===== src/rtl/calculate_cube.sv =====
// Sequential cube unit: res = num^3 via two shift-add passes (num*num, then square*num).
// Level handshake: ready_to_calc requests a result, ready flags it and holds it.
module calculate_cube #(
  parameter int unsigned WIDTH = 32
) (
  input  logic             clk,
  input  logic             rst,
  input  logic             ready_to_calc,
  input  logic [WIDTH-1:0] num,
  output logic             ready,
  output logic [WIDTH-1:0] res,
  output logic             overflow
);

  localparam int unsigned CW  = (WIDTH > 1) ? $clog2(WIDTH) : 1;
  localparam int unsigned AW  = 2 * WIDTH;
  localparam int unsigned A3W = 3 * WIDTH;
  localparam logic [CW-1:0] LAST = CW'(WIDTH - 1);

  typedef enum logic [1:0] {
    IDLE = 2'd0,
    SQR  = 2'd1,
    CUB  = 2'd2,
    DONE = 2'd3
  } state_t;

  state_t           state;
  logic [WIDTH-1:0] x;
  logic [CW-1:0]    cnt;
  logic [AW-1:0]    acc;
  logic [AW-1:0]    sq;
  logic [A3W-1:0]   acc3;

  logic [AW-1:0]    acc_next_c;
  logic [A3W-1:0]   acc3_next_c;

  // Partial-product accumulation for the current bit of x in each pass.
  always_comb begin
    acc_next_c  = acc;
    acc3_next_c = acc3;
    if (x[cnt]) begin
      acc_next_c  = acc + (AW'(x) << cnt);
      acc3_next_c = acc3 + (A3W'(sq) << cnt);
    end
  end

  always_ff @(posedge clk) begin
    if (rst) begin
      state    <= IDLE;
      x        <= '0;
      cnt      <= '0;
      acc      <= '0;
      sq       <= '0;
      acc3     <= '0;
      ready    <= 1'b0;
      res      <= '0;
      overflow <= 1'b0;
    end else begin
      case (state)
        IDLE: begin
          ready <= 1'b0;
          if (ready_to_calc) begin
            x     <= num;
            acc   <= '0;
            cnt   <= '0;
            state <= SQR;
          end
        end
        SQR: begin
          if (!ready_to_calc) begin
            state <= IDLE;
          end else if (cnt == LAST) begin
            sq    <= acc_next_c;
            acc3  <= '0;
            cnt   <= '0;
            state <= CUB;
          end else begin
            acc <= acc_next_c;
            cnt <= cnt + CW'(1);
          end
        end
        CUB: begin
          if (!ready_to_calc) begin
            state <= IDLE;
          end else if (cnt == LAST) begin
            acc3     <= acc3_next_c;
            res      <= acc3_next_c[WIDTH-1:0];
            overflow <= |acc3_next_c[A3W-1:WIDTH];
            ready    <= 1'b1;
            state    <= DONE;
          end else begin
            acc3 <= acc3_next_c;
            cnt  <= cnt + CW'(1);
          end
        end
        DONE: begin
          if (!ready_to_calc) begin
            ready <= 1'b0;
            state <= IDLE;
          end
        end
        default: state <= IDLE;
      endcase
    end
  end

endmodule


===== config.mk =====
export PLATFORM = sky130hd
export DESIGN_NAME = calculate_cube
export DESIGN_NICKNAME = d
export VERILOG_FILES = /design/src/rtl/calculate_cube.sv
export SDC_FILE = /design/constraint.sdc
export NUM_CORES = 1
export LEC_CHECK = 0
export CAP_MARGIN = 20
export CORE_ASPECT_RATIO = 0.8
export CORE_MARGIN = 3
export CORE_UTILIZATION = 38
export CTS_BUF_LIST = sky130_fd_sc_hd__clkbuf_16
export CTS_CLUSTER_DIAMETER = 100
export DETAILED_ROUTE_END_ITERATION = 8
export GPL_TIMING_DRIVEN = 0
export MAX_ROUTING_LAYER = met4
export SYNTH_ARGS = -nofsm -noshare
export SYNTH_HDL_FRONTEND = slang
export SYNTH_SLANG_ARGS = --single-unit

===== constraint.sdc =====
create_clock -name clk -period 18.4 [get_ports clk]
set_input_delay 3.68 -clock clk [delete_from_list [all_inputs] [get_ports clk]]
set_output_delay 3.68 -clock clk [all_outputs]
set_load 0.05 [all_outputs]

==> run metrics, run 1 <==
Hold WC Path Type flop to flop; Post-Synth Simple-Gate Area about 21%; WHS 0.470 ns; Post-CTS Resized 0; setup total negative slack 0 ns; port bufs 66; RSZ-0062 raised after global routing no; fmax between 100 and 150 MHz; CP Class flop to flop; CTS buffer count 37; ys async rst share 0%; ys flop type dfxtp_1; # rows 87; mapped cell area 27400 um2; status complete, no violations; H-tree levels 2; Max Cap Viol 0; Wirelength per Cell around 27 um; CTS root buffer clkbuf_16; post-synthesis sequential area ratio 21.7%; setup violators final 0; period utilization a little under half; layout cells sized above 1 around 6.5%; Core ar. 71000 um2; RR Startpoint cnt[0]$_SDFFE_PP0P_; Hold-fix buffers, CTS 0; placed cell area slightly below 30000 um2; drt drc 0; DP Cell Count around 4700; flip-flop and latch count after synthesis between 200 and 300; Post-CTS Repair Setup Buffers 0; crit path DAT 9.13 ns; grt total ovfl 0; final hold vios 0; cell chain of the critical path buf_6 -> clkbuf_1 -> buf_1 -> clkbuf_1 -> nor2_1 -> a31oi_1 -> nor2_1 -> a21oi_1 -> mux2i_1 -> and2_1 -> ha_1 -> nand2_1 -> nor2_1 -> nand2_1 -> a211oi_1 -> o2111ai_1 -> a31oi_1 -> xnor2_1 -> o21ai_0 -> o21bai_1 -> or4_1 -> or4_1 -> nor4_1 -> a31oi_1; DP HPWL 107000 um; Vias just over 30000; # IOs between 60 and 70; crit end category flop; Synth warnings 0; Layout Nets approximately 4000; drt pass-1 iters 6; Pleak about 0.011 uW; initial antenna violation count 6; CTS tree done; # clock sinks between 200 and 300; number of cells on the worst hold path 2; worst relative slew slack between 20% and 30%; R2R Setup Slk just under 10 ns; EDFF count, synth 0; Total Wirelength 131000 um; Post-Syn Instances 3698; VDD IR max roughly 0.052 mV; die height between 200 and 250 um; syn avg cell area between 7 and 8 um2; worst-case clock buffer depth 3; critical path data required time approximately 19 ns; count of cell types in the netlist 80; Synth Area in Adders ~7.6%; initial DRC count ~4300; Starting Density roughly two fifths; Tmin final between 8 and 9 ns; Post-Route Skew about 0.025 ns; cells on worst reg2reg path 24; worst hold endpoint res[23]$_SDFFE_PP0P_; Pwr Density about 54 nW/um2; antenna viol nets, final 0; Worst Path Max Fanout 10; insertion delay to the later sink of the worst-skew pair ~0.57 ns; chip width a little over 300 um; Worst Min Path Start res[23]$_SDFFE_PP0P_; finished layout cell area ~31000 um2; Clk pin slew, worst setup/hold paths around 0.060 ns; Final Wtd Congestion around 1.1; mux cell area share after synthesis between 10% and 20%; vias in the first global route about 27000; DR vias/cell 6.40; first-pass GRT wire length 188000 um; fin. max-slew vios 0; Post-Syn Nets 3899; non-filler instance count after layout approximately 4800; reg2reg end overflow$_SDFFE_PP0P_; die area around 75000 um2; Compound-Gate Fraction of Synth Area 26.3%; largest net degree at the start of global routing 14; largest family of logic cells by synthesized area compound AO/OA/AOI/OAI gates; synth-to-layout area growth 11.6%; Synth Area in XOR/XNOR about 4.6%; Slowest-stage cell, CP a31oi_1; startpoint types flop; Total GRT Usage 34.3%; Slowest Stage Delay on Critical Path roughly 0.80 ns; slew of the pin with the lowest slew margin 1.16 ns
==> critical path, delay by kind of cell (launching register included) <==
kind	cells	cell delay, ns
compound gates	8	3.22
xor+xnor	1	0.18
fa+ha+maj	1	0.36
buf+inv	4	1.92
flops	1	0.45
mux	1	0.18
simple gates	9	2.25
==> layer usage <==
layer	vias to the layer above	share of wire, %	global-route usage (%)
li1	13800	-	-
met1	14600	45	49.3
met2	1829	39	46.0
met3	253	13	10.0
met4	0	3.1	9.65
met5	-	0	-
==> power breakdown <==
part           switching, uW  internal [uW]  total, uW
clock                    323            425        748
sequential              8.04            649        657
combinational            181           64.6        246
==> stage by stage <==
step	util (%)	worst slack (ns)	total power, uW
4_1_cts	43.0	9.97	1640
3_5_place_dp	41.4	10.03	902
3_3_place_gp	41.2	9.45	897
2_1_floorplan	-	12.42	791
6_report	43.1	9.69	1650
5_1_grt	43.1	9.49	1680
==> worst max-delay path by stage <==
| stage | start | endpoint | slack [ns] | depth (start not counted) |
|---|---|---|---|---|
| 2_1_floorplan | cnt[0]$_SDFFE_PP0P_ | overflow$_SDFFE_PP0P_ | 12.42 | 25 |
| 3_3_place_gp | cnt[0]$_SDFFE_PP0P_ | overflow$_SDFFE_PP0P_ | 9.45 | 26 |
| 3_5_place_dp | cnt[0]$_SDFFE_PP0P_ | overflow$_SDFFE_PP0P_ | 10.03 | 24 |
| 4_1_cts | cnt[0]$_SDFFE_PP0P_ | overflow$_SDFFE_PP0P_ | 9.97 | 24 |
| 5_1_grt | cnt[0]$_SDFFE_PP0P_ | overflow$_SDFFE_PP0P_ | 9.49 | 22 |
| 6_report | cnt[0]$_SDFFE_PP0P_ | overflow$_SDFFE_PP0P_ | 9.69 | 24 |
==> flip-flops by register name, summed over array words and instances (netlist names) <==
| name | count |
|---|---|
| acc3 | 96 |
| acc | 64 |
| sq | 64 |
| res | 32 |
| x | 32 |
| cnt | 5 |
| state | 2 |
| overflow | 1 |
| ready | 1 |
==> cells by family after synthesis <==
family | Yosys count
xor gates and xnor gates | 145
and+or+nand+nor | 1307
AOI/OAI and AO/OA | 1153
DFF | 297
muxes | 318
buffers and inverters | 312
adders and majority gates | 166
==> cell usage in the layout (no fill, tap or decap), types with 15 or more instances in the layout <==
| master | instances |
|---|---|
| clkbuf_16 | 37 |
| a22oi_1 | 107 |
| nand2_1 | 420 |
| o21bai_1 | 32 |
| nor4_1 | 16 |
| o22ai_1 | 36 |
| inv_1 | 49 |
| o21a_1 | 28 |
| nor2_1 | 552 |
| o31ai_1 | 18 |
| a311oi_1 | 26 |
| nand2b_1 | 15 |
| o21ai_0 | 212 |
| a21o_1 | 68 |
| dfxtp_1 | 297 |
| a21oi_1 | 381 |
| nor3_1 | 72 |
| ha_1 | 164 |
| buf_1 | 36 |
| and3_1 | 22 |
| xor2_1 | 52 |
| a211oi_1 | 48 |
| o21ai_1 | 34 |
| mux2_2 | 91 |
| xnor2_1 | 93 |
| clkdlybuf4s50_1 | 66 |
| mux4_2 | 60 |
| nand4_1 | 68 |
| a31oi_1 | 40 |
| and2_1 | 27 |
| clkbuf_1 | 217 |
| nor2b_1 | 30 |
| nand3_1 | 46 |
| mux2i_1 | 167 |
==> synth_stat cells (16+ instances only) <==
cell type	count	share of area, %
nor2_1	552	7.6
nand2_1	420	5.8
a21oi_1	381	7.0
dfxtp_1	297	22
clkbuf_1	217	3.0
o21ai_0	212	3.9
mux2i_1	167	6.1
ha_1	164	7.5
a22oi_1	107	2.9
xnor2_1	93	3.0
mux2_2	91	3.7
nor3_1	73	1.3
a21o_1	68	1.9
nand4_1	68	1.6
mux4_2	60	4.9
xor2_1	52	1.7
a211oi_1	48	1.3
inv_1	47	0.64
nand3_1	46	0.84
a31oi_1	40	0.91
buf_1	36	0.49
o22ai_1	36	0.82
o21ai_1	34	0.62
o21bai_1	32	0.88
nor2b_1	30	0.68
o21a_1	28	0.77
and2_1	27	0.62
a311oi_1	26	0.83
and3_1	22	0.50
o31ai_1	18	0.49
nor4_1	16	0.37
==> cell type report <==
class                      count  area [um2]
antenna                        4        10.0
timing repair buffer          78         812
buffer                       263        1010
clock inverter                25         251
inverter                      49         184
tap                          934        1170
sequential                   297        5950
fill                        7365       40400
clock buffer                  37         926
multi-input combinational   3089       20300
No activity file was read; power rests on OpenSTA's default activity.
==> run 2: changes to the inputs <==
- clock period: 18.4 -> 7.8 ns (I/O delays scaled with it)
==> run metrics, run 2 (synthesized netlist as in run 1, its figures left out) <==
Post-Route Skew about 0.025 ns; vias in the first global route 27000; Core ar. roughly 71000 um2; CTS root buffer clkbuf_16; crit end category flop; grt total ovfl 0; Layout Nets ~4000; port bufs 66; cell chain of the critical path buf_6 -> buf_2 -> clkbuf_2 -> clkbuf_2 -> mux2i_1 -> mux2i_1 -> mux2i_1 -> nor2_1 -> a31oi_1 -> mux2i_1 -> ha_1 -> buf_2 -> nand4_1 -> nor4_2 -> a22oi_1 -> o211ai_1 -> a41oi_2 -> o41ai_2 -> a21oi_1 -> o2111ai_1 -> o211ai_1 -> or4_1 -> nor4_1 -> a31oi_1; Pleak 0.0106 uW; Final WS setup roughly 0.22 ns; initial DRC count 4508; DR vias/cell 6.41; fin. max-slew vios 0; # rows 87; drt drc 0; first-pass GRT wire length roughly 190000 um; max FFs per register 96; most frequent cells in the layout nor2_1 (552), nand2_1 (420), a21oi_1 (380); # clock sinks just under 300; DP HPWL between 100000 and 150000 um; largest net degree at the start of global routing 20; CP Class flop to flop; cell repeated most along the worst path mux2i_1; Starting Density about two fifths; die area ~75000 um2; worst-case clock buffer depth 3; Tmin final around 7.6 ns; Post-CTS Repair Setup Buffers 0; antenna viol nets, final 0; Vias 30600; H-tree levels 2; # IOs around 70; Slowest-stage cell, CP o41ai_2; die height 246 um; CTS tree done; setup violators final 0; fmax roughly 130 MHz; slew of the pin with the lowest slew margin around 1.2 ns; CTS buffer count 37; worst relative slew slack 21.0%; Max Cap Viol 0; commonest non-fill, non-tap cell in the layout nor2_1; initial antenna violation count 6; Total Wirelength roughly 130000 um; critical path data required time ~8.2 ns; Hold-fix buffers, CTS 0; layout cells sized above 1 about 7%; Slowest Stage Delay on Critical Path 0.62 ns; Wirelength per Cell approximately 27 um; finished layout cell area slightly above 30000 um2; Pwr Density 127 nW/um2; chip width around 310 um; Worst Path Max Fanout 10; RSZ-0062 raised after global routing no; R2R Setup Slk about 0.22 ns; startpoint types flop; pre-CTS setup slack -0.566 ns; Final Wtd Congestion 1.09; Hold WC Path Type flop to flop; status complete, no violations; placed cell area about 29000 um2; insertion delay to the later sink of the worst-skew pair about 0.57 ns; drt pass-1 iters 6; Total GRT Usage 34.3%; VDD IR max roughly 0.12 mV; Clk pin slew, worst setup/hold paths around 0.060 ns; final hold vios 0; Top Registers acc3 x96, acc x64, sq x64; period utilization between 90% and 100%; Most flops, register acc3; synth-to-layout area growth 11.8%; # fillers 7353; crit path DAT 8.00 ns
==> run 2: timing repair <==
| action | 4_1_cts | 5_1_grt |
|---|---|---|
| hold endpoints to repair | 0 | 0 |
| endpoints found under the setup margin | 2 | 2 |
| cloned | 0 | 0 |
| pin swaps | 0 | 0 |
| gates resized for setup | 11 | 23 |
==> run 2: critical path: cells and delay by family (launching register included) <==
family | cells | cell delay [ns]
mux | 4 | 0.98
simple gates | 5 | 1.81
flops | 1 | 0.35
fa+ha+maj | 1 | 0.35
compound gates | 9 | 2.48
buf+inv | 5 | 1.44
==> run 2: stage by stage <==
stage	hold slack [ns]	instances	utilization [%]	power (uW)	TNS (ns)
floorplan	0.442	3698	-	1870	0
global placement	0.448	4698	41.2	2120	-3.02
detailed placement	0.454	4708	41.4	2130	-0.633
CTS	0.477	4769	43.1	3870	0
global route	0.499	4774	43.2	3970	0
finish	0.470	4774	43.2	3900	0
==> run 2: layout make-up <==
class / instances / area (um2) / area share (%)
diodes: 3 / 7.51 / 0.0245
plain buffers: 262 / 1040 / 3.40
clock buffers: 37 / 926 / 3.02
clock inverters: 25 / 251 / 0.821
inverters: 49 / 184 / 0.600
multi-input cells: 3089 / 20300 / 66.3
flip-flops and latches: 297 / 5950 / 19.4
well taps: 934 / 1170 / 3.81
repair buffers: 78 / 812 / 2.65
==> run 2: routing by layer <==
metal	GRT usage (%)	part of all wire [%]	vias to the layer above
met5	-	0	-
met2	46.0	39	1812
met1	49.4	45	14700
li1	-	-	13800
met4	9.56	3.1	0
met3	9.79	13	252
==> run 2: worst paths after layout <==
check                                     startpoint  cells past startpoint                    end
worst max-delay path             cnt[1]$_SDFFE_PP0P_                     24  overflow$_SDFFE_PP0P_
worst min-delay path            res[23]$_SDFFE_PP0P_                      2   res[23]$_SDFFE_PP0P_
worst max register to register   cnt[1]$_SDFFE_PP0P_                     24  overflow$_SDFFE_PP0P_
worst min register to register  res[23]$_SDFFE_PP0P_                      2   res[23]$_SDFFE_PP0P_
==> run 2: report_power, final <==
group	leakage (uW)	internal, uW	switching [uW]
logic	0.00761	153	428
clock network	0.000584	1000	763
registers	0.00240	1530	18.9
total	0.0106	2690	1210
==> run 3: changes to the inputs <==
- CORE_UTILIZATION: 38 -> 50
- PLACE_DENSITY: not set -> 0.69
- RECOVER_POWER: not set -> 50
==> run metrics, run 3 (synthesized netlist as in run 1, its figures left out) <==
final hold vios 0; initial antenna violation count 8; family with the most delay on the worst path simple AND/OR/NAND/NOR gates; first-pass GRT wire length between 150000 and 200000 um; Pwr Density about 130 nW/um2; cell depth of the worst setup path 24; Hold-fix buffers, CTS 0; Slowest Stage Delay on Critical Path around 0.65 ns; critical path data required time between 8 and 9 ns; DR vias/cell about 6.8; worst-case clock buffer depth 3; Multi-input gate area approximately 20000 um2; status complete, no violations; grt total ovfl 0; Starting Density 50.7%; Layout Nets between 4000 and 5000; Core ar. around 54000 um2; synth-to-layout area growth 11.0%; die height 215 um; port bufs 66; cell repeated most along the worst path mux2i_1; sw power approximately 1200 uW; most frequent cells in the layout nor2_1 (551), nand2_1 (420), a21oi_1 (380); die area a little under 60000 um2; # clock sinks ~300; largest net degree at the start of global routing 20; chip width 268 um; Tmin final approximately 7.7 ns; # fillers around 5300; number of cells on the worst hold path 2; startpoint types flop; CTS buffer count 36; Clock power frac a little under half; drt drc 0; Clk pin slew, worst setup/hold paths approximately 0.060 ns; max FFs per register between 90 and 100; RR Startpoint cnt[1]$_SDFFE_PP0P_; CP Class flop to flop; drt pass-1 iters 8; Slowest-stage cell, CP or4_1; antenna viol nets, final 0; cells on worst reg2reg path 24; RSZ-0062 raised after global routing yes; DP HPWL roughly 110000 um; commonest non-fill, non-tap cell in the layout nor2_1; slew of the pin with the lowest slew margin between 1 and 1.5 ns; Max Cap Viol 0; CTS tree done; Most flops, register acc3; Worst Path Buf+Inv 5; reg2reg end overflow$_SDFFE_PP0P_; Vias about 31000; worst relative slew slack roughly 17%; initial DRC count 4870; Pleak around 0.011 uW; DP Cell Count 4473; Hold WC Path Type flop to flop; Worst Path Max Fanout 10; fin. max-slew vios 0; crit end category flop; Wirelength per Cell slightly below 30 um; H-tree levels 2; Total Wirelength roughly 130000 um; cell chain of the critical path buf_6 -> buf_2 -> clkbuf_2 -> clkbuf_2 -> mux2i_1 -> a21oi_1 -> mux2i_1 -> mux2_2 -> mux2i_1 -> ha_1 -> clkbuf_1 -> nand2_1 -> nor2_1 -> nand2_1 -> nor3_2 -> o2111ai_2 -> and2_1 -> o41ai_1 -> xnor2_1 -> o21ai_0 -> or4_1 -> or4_1 -> nor4_1 -> a31oi_1; CTS root buffer clkbuf_16; Worst Min Path Start res[29]$_SDFFE_PP0P_; insertion delay to the later sink of the worst-skew pair 0.60 ns; Total GRT Usage between 40% and 50%; layout cells sized above 1 between 6 and 7%; # rows between 70 and 80; setup violators final 0; crit path DAT 8.18 ns; vias in the first global route about 28000; period utilization between 90 and 100%; Reg area roughly 5900 um2; worst hold endpoint res[29]$_SDFFE_PP0P_; Reg power frac around two fifths; Final Wtd Congestion ~1.1; fmax 129 MHz; non-filler instance count after layout ~4500; switching power share of the total between 30% and 40%; Comb pwr share approximately 15%; Post-Route Skew ~0.037 ns; WHS approximately 0.45 ns; R2R Setup Slk approximately 0.07 ns; # IOs 69; Int Power around 2700 uW; Top Registers acc3 x96, acc x64, sq x64; VDD IR max 0.175 mV
-- run 3: cell count changes in the layout (fill, tap and decap cells not counted), moves of 3 or more --
cell             change
buf_2                -4
dlygate4sd3_1       +34
clkinv_1             +5
inv_6                -3
clkbuf_1             +4
clkdlybuf4s50_1     -34
buf_1                +3
buf_8                -3
clkinv_2             -3
diode_2              +5
clkinv_8             +3
-- run 3: how the worst max path moves through the flow --
stage	start	end	slack (ns)
6_report	cnt[1]$_SDFFE_PP0P_	overflow$_SDFFE_PP0P_	0.07
5_1_grt	cnt[0]$_SDFFE_PP0P_	overflow$_SDFFE_PP0P_	-0.04
3_3_place_gp	cnt[0]$_SDFFE_PP0P_	overflow$_SDFFE_PP0P_	-0.96
3_5_place_dp	cnt[0]$_SDFFE_PP0P_	overflow$_SDFFE_PP0P_	-0.63
4_1_cts	cnt[0]$_SDFFE_PP0P_	overflow$_SDFFE_PP0P_	0.03
2_1_floorplan	cnt[0]$_SDFFE_PP0P_	overflow$_SDFFE_PP0P_	1.82
-- run 3: routing by layer --
layer	track usage, %	routed length [um]	up-vias
li1	-	-	13800
met1	64.6	56600	14500
met2	57.6	49000	2196
met3	17.7	21400	260
met4	12.7	3950	0
met5	-	0	-
-- run 3: cell type report --
class                      count  share of cell area, %
antenna                        8                 0.0658
buffer                       262                   3.36
clock buffer                  36                   2.96
clock inverter                27                   1.03
inverter                      49                  0.605
multi-input combinational   3089                   66.9
sequential                   297                   19.5
tap                          702                   2.89
timing repair buffer          76                   2.66
-- run 3: through the flow --
| stage | TNS, ns | power, uW | util (%) | setup slack [ns] | area (um2) |
|---|---|---|---|---|---|
| after CTS | 0 | 3900 | 56.1 | 0.0312 | 30300 |
| after global placement | -2.31 | 2110 | 53.6 | -0.963 | 28900 |
| after floorplan | 0 | 1870 | - | 1.82 | 27400 |
| after global routing | -0.0448 | 4020 | 56.3 | -0.0448 | 30400 |
| final | 0 | 3950 | 56.3 | 0.0681 | 30400 |
| after detailed placement | -0.837 | 2130 | 53.8 | -0.634 | 29100 |
-- run 3: power groups by stage --
stage          clock (uW)  combinational (uW)  sequential (uW)
2_1_floorplan           0                 294             1570
4_1_cts              1800                 550             1550
3_5_place_dp            0                 548             1580
3_3_place_gp            0                 534             1580
5_1_grt              1860                 605             1550
6_report             1810                 594             1550
-- run 3: worst register-to-register path, delay by kind of cell (launching register included) --
kind                     cells  cell delay, ns
AO/OA/AOI/OAI                5            1.25
XOR/XNOR                     1            0.17
buffers and inverters        5            1.72
flip-flops                   1            0.35
AND/OR/NAND/NOR              8            2.80
multiplexers                 4            1.00
adder cells (fa/ha/maj)      1            0.31
-- run 3: repair_timing --
item / 4_1_cts / 5_1_grt
cloned: 0 / 0
resized for setup: 8 / 23
endpoints found under the setup margin: 4 / 2
setup buffers: 0 / 0
